File: config.mk
export PLATFORM = sky130hd
export DESIGN_NAME = modmul_interleaved_flat
export DESIGN_NICKNAME = d
export VERILOG_FILES = /design/src/rtl/modmul_interleaved_if.sv /design/src/rtl/modmul_interleaved.sv /design/src/flat_wrapper.sv
export SDC_FILE = /design/constraint.sdc
export NUM_CORES = 1
export LEC_CHECK = 0
export BUFFER_PORTS_ARGS = -buffer_cell sky130_fd_sc_hd__buf_2
export CORE_MARGIN = 1.5
export CORE_UTILIZATION = 55
export CTS_BUF_LIST = sky130_fd_sc_hd__clkbuf_8
export CTS_CLUSTER_SIZE = 25
export DETAILED_ROUTE_END_ITERATION = 16
export GPL_TIMING_DRIVEN = 0
export PLACE_DENSITY = 0.8
export SYNTH_ARGS = -nofsm -noshare
export SYNTH_HDL_FRONTEND = slang
export SYNTH_SLANG_ARGS = --single-unit
File: constraint.sdc
create_clock -name clk -period 4.7 [get_ports clk]
set_clock_uncertainty 0.05 [all_clocks]
set_input_delay 0.235 -clock clk [delete_from_list [all_inputs] [get_ports clk]]
set_output_delay 0.235 -clock clk [all_outputs]
set_load 0.01 [all_outputs]
File: src/rtl/modmul_interleaved_if.sv
//------------------------------------------------------------------------------
// Module   : modmul_interleaved_if
// Brief    : Request/result bundle between the exponentiation controller
//            and the bit-serial modular multiplier.
// Revision : 1.0  initial release
//------------------------------------------------------------------------------
`default_nettype none

interface modmul_interleaved_if #(
   parameter int N = 8
);
   logic         start;
   logic [N-1:0] a;
   logic [N-1:0] b;
   logic [N-1:0] n;
   logic         busy;
   logic         done;
   logic [N-1:0] p;

   modport master (
      output start, a, b, n,
      input  busy, done, p
   );

   modport slave (
      input  start, a, b, n,
      output busy, done, p
   );
endinterface

`default_nettype wire

File: src/rtl/modmul_interleaved.sv
//------------------------------------------------------------------------------
// Module   : modmul_interleaved
// Brief    : Bit-serial interleaved modular multiplier, p = (a*b) mod n,
//            one bit of b (MSB first) per cycle, N cycles per request.
// Revision : 1.0  initial release
//------------------------------------------------------------------------------
`default_nettype none

module modmul_interleaved #(
   parameter int N = 8
) (
   input  wire logic             clk,
   input  wire logic             rst,
   modmul_interleaved_if.slave   bus
);

   localparam int c_IW = $clog2(N);
   localparam logic [c_IW-1:0] c_LAST = c_IW'(N - 1);

   typedef enum logic [0:0] {
      S_IDLE = 1'b0,
      S_RUN  = 1'b1
   } state_t;

   state_t          r_state;
   logic [N:0]      r_acc;
   logic [N-1:0]    r_a;
   logic [N-1:0]    r_b;
   logic [N-1:0]    r_n;
   logic [c_IW-1:0] r_idx;
   logic [N-1:0]    r_p;
   logic            r_busy;
   logic            r_done;

   logic [N:0]      w_nx;
   logic [N:0]      w_dbl;
   logic [N:0]      w_red1;
   logic [N:0]      w_add;
   logic [N:0]      w_red2;
   logic            w_degen;
   logic [N-1:0]    w_result;

   // One interleaved step; R < n <= 2^N keeps 2R and R+a within N+1 bits.
   assign w_nx     = {1'b0, r_n};
   assign w_dbl    = r_acc << 1;
   assign w_red1   = (w_dbl >= w_nx) ? (w_dbl - w_nx) : w_dbl;
   assign w_add    = r_b[N-1] ? (w_red1 + {1'b0, r_a}) : w_red1;
   assign w_red2   = (w_add >= w_nx) ? (w_add - w_nx) : w_add;

   // n = 0 or 1 would leave the reductions ineffective, so force the result.
   assign w_degen  = ~|r_n[N-1:1];
   assign w_result = w_degen ? '0 : w_red2[N-1:0];

   always_ff @(posedge clk or negedge rst) begin
      if (!rst) begin
         r_state <= S_IDLE;
         r_acc   <= '0;
         r_a     <= '0;
         r_b     <= '0;
         r_n     <= '0;
         r_idx   <= '0;
         r_p     <= '0;
         r_busy  <= 1'b0;
         r_done  <= 1'b0;
      end else begin
         case (r_state)
            S_IDLE: begin
               r_done <= 1'b0;
               if (bus.start) begin
                  r_a     <= bus.a;
                  r_b     <= bus.b;
                  r_n     <= bus.n;
                  r_acc   <= '0;
                  r_idx   <= c_LAST;
                  r_busy  <= 1'b1;
                  r_state <= S_RUN;
               end
            end
            S_RUN: begin
               r_acc <= w_red2;
               r_b   <= r_b << 1;
               r_idx <= r_idx - 1'b1;
               if (r_idx == '0) begin
                  r_p     <= w_result;
                  r_done  <= 1'b1;
                  r_busy  <= 1'b0;
                  r_state <= S_IDLE;
               end
            end
            default: begin
               r_state <= S_IDLE;
               r_busy  <= 1'b0;
               r_done  <= 1'b0;
            end
         endcase
      end
   end

   assign bus.busy = r_busy;
   assign bus.done = r_done;
   assign bus.p    = r_p;

endmodule

`default_nettype wire

File: src/flat_wrapper.sv
// flat-port wrapper written by rule: the top's interface ports become plain ports
module modmul_interleaved_flat 
#(
   parameter int N = 8
)
  (clk, rst, bus_start, bus_a, bus_b, bus_n, bus_busy, bus_done, bus_p);
  modmul_interleaved_if #(.N(N)) bus_i ();
  input  wire logic clk;
  input  wire logic rst;
  input wire logic [$bits(bus_i.start)-1:0] bus_start;
  input wire logic [$bits(bus_i.a)-1:0] bus_a;
  input wire logic [$bits(bus_i.b)-1:0] bus_b;
  input wire logic [$bits(bus_i.n)-1:0] bus_n;
  output wire logic [$bits(bus_i.busy)-1:0] bus_busy;
  output wire logic [$bits(bus_i.done)-1:0] bus_done;
  output wire logic [$bits(bus_i.p)-1:0] bus_p;
  assign bus_i.start = bus_start;
  assign bus_i.a = bus_a;
  assign bus_i.b = bus_b;
  assign bus_i.n = bus_n;
  assign bus_busy = bus_i.busy;
  assign bus_done = bus_i.done;
  assign bus_p = bus_i.p;
  modmul_interleaved #(.N(N)) u_core (.clk(clk), .rst(rst), .bus(bus_i));
endmodule
==> metrics <==
DP Area=0.003689 mm²; status=finished, violations left; Fmax achieved=0.1901 GHz; Post-Synthesis Net Count=433; critical path launch point type=flip-flop; Clock transition at path regs=90 ps; global-route usage over all layers=approximately a third; critical path startpoint=u_core.r_n[4]; Final setup viols=16; Reg2Reg Depth=24; CTS tree=built; unrepaired setup endpoints after global routing=true; RR Startpoint=u_core.r_n[4]; Crit. End Element=flip-flop; vias per cell=7.061; syn avg cell area=~9.0 µm²; Area Growth Syn to Fin=43.06%; first-pass GRT wire length=16720 µm; register area share after synthesis=34.15%; CTS Buffer Depth=2; # rows=28; I/O pins=37; Yosys Warn Count=0; Syn Inst Count=approximately 380; clk sinks=46; CTS H-tree depth=2; Initial Utilization=a little under three fifths; final net count=526; final hold vios=0; Worst EP required=4820 ps; Arr. time, crit path=5380 ps; fraction of layout instances using a drive strength above 1=41.28%; Clk Latency, worst-skew pair=310 ps; gp weighted congestion=between 0.9 and 1; #FFs+latches synth=46; worst setup path class=reg2reg; vias in the first global route=between 3000 and 4000; diode count=0; most common cell after layout, fill and taps aside=buf_4; minimum hold slack=40.63 ps; DPL Wire Length=6194 µm; slew at the pin with the worst max-slew slack=1027 ps; worst r2r dst=u_core.r_acc[2]; Final min period=5260 ps; number of CTS-inserted buffers=5; utilization after layout=about 80%; asr flop ratio synth=100.0%; Post-Syn Area=around 0.0034 mm²; top_reg_cell synth=dfrtp_1; DRC=0; Final period util=111.9%; height of the die=81.29 µm; most frequent cells in the layout=buf_4 (46), dfrtp_1 (45), nand2_1 (42); Max Fanout on Critical Path=8; CP endpoint=u_core.r_acc[2]; antenna-violating nets left=0; DR iter-0 viols=slightly below 500; gr ovfl total=0; drt total wl=13620 µm; failing checks=negative setup slack; port bufs=36; Hold Crit Class=in2async; DRT Pass-1 Iters=8; largest net degree at the start of global routing=47; Max Cap Viol=0; Slew Limit Headroom=31.53%; CORE AREA=0.005921 mm²; final worst slack=-560.4 ps; R2R Setup Slk=-560 ps; Final Cell Area=0.004822 mm²; Via Count=3848; DIE AREA=0.006607 mm²; initial antenna violation count=0; Cell variety after synth=59; routed len/inst=24.99 µm; Root Driver=clkbuf_8; fin. max-slew vios=0; number of synthesized flops with an enable pin=0; DIE WIDTH=81.29 µm
## how the worst min path moves through the flow
stage / cells past startpoint / from / endpoint / slack [ps]
floorplan: 0 / rst / u_core.bus.busy / -110
global placement: 1 / rst / u_core.r_b[5] / 390
detailed placement: 3 / bus_n[0] / u_core.r_n[0] / 390
CTS: 1 / rst / u_core.r_acc[1] / 70
global route: 3 / bus_n[3] / u_core.r_n[3] / 100
finish: 1 / rst / u_core.r_b[4] / 40
## critical path: stages, from the launching register on
cell and delay, ps:
dfrtp_1 400, inv_2 120, ha_4 290, buf_8 120, nand4_1 210, a41oi_4 340
nor2_4 80, buf_8 140, buf_6 120, buf_6 120, o21ai_2 240, ha_4 270
buf_4 140, xor2_1 140, nand2_1 110, o311ai_4 140, ha_1 400, o21a_1 160
o31a_1 190, o31ai_4 330, a21oi_2 100, a211o_1 310, buf_12 170, mux2i_2 250
o22ai_1 120
## metal layers
metal / vias up / share of wire [%] / global-route usage [%] / routed length [µm]
met2: 379 / 45 / 55.12 / 6116
met1: 1788 / 36 / 40.44 / 4911
li1: 1567 / - / - / -
met4: 0 / 7.9 / 22.59 / 1076
met5: - / 0 / 0 / 0
met3: 114 / 11 / 5.843 / 1518
## state kept, by name, indices dropped and copies added (netlist names)
signal,cells
u_core.bus.busy,1
u_core.bus.done,1
u_core.bus.p,8
u_core.r_a,8
u_core.r_acc,8
u_core.r_b,8
u_core.r_idx,3
u_core.r_n,8
u_core.r_state,1
## area by class of cell
class / count / area (µm²)
buffer: 17 / 130.1
clock buffer: 5 / 68.82
clock inverter: 3 / 18.77
fill: 295 / 1099
inverter: 25 / 96.34
multi-input combinational: 287 / 2680
sequential: 46 / 1152
tap: 75 / 93.84
timing repair buffer: 87 / 581.8
## repair_timing
action                                  CTS  global route
pin swaps                                27            36
gates resized for setup                  55            69
buffers inserted                         29            22
hold buffers                              0             0
endpoints found under the setup margin   16            16
## per-stage QoR
| stage | worst slack [ps] | std cells | TNS [ps] |
|---|---|---|---|
| 2_1_floorplan | 10.73 | 376 | 0 |
| 3_3_place_gp | -611.1 | 487 | -8875 |
| 3_5_place_dp | -658.4 | 487 | -10040 |
| 4_1_cts | -125.7 | 523 | -1460 |
| 5_1_grt | -608.9 | 545 | -8543 |
| 6_report | -560.4 | 545 | -7749 |
## cells in the mapped netlist, types with 4 or more instances
cell      count  area (µm²)
o21a_1        9       67.56
o21ai_0      30       150.1
a21oi_1      15       75.07
nand4_1       8       50.05
xnor2_1       6       52.55
o22ai_1       6       37.54
nand2_1      44       165.2
dfrtp_1      46        1151
nor2b_1       7       43.79
inv_1        24       90.09
nor3_1        8       40.04
ha_1         27       337.8
o31ai_1       5       37.54
o21ai_1       7       35.03
clkbuf_1     12       45.04
mux2_2       10       112.6
mux2i_1      19       190.2
nor2_1       18       67.56
nand3_1       6       30.03
nand2b_1      4       25.02
## cells by family after synthesis
logic type      synth area share, %
mux                           8.983
flops                         34.15
simple gates                  16.18
buf+inv                       5.716
xor+xnor                      2.079
compound gates                21.08
fa+ha+maj                     11.80
Power is not shown: default switching activity piles up to over one toggle a cycle in this logic, so the estimate is an artifact.
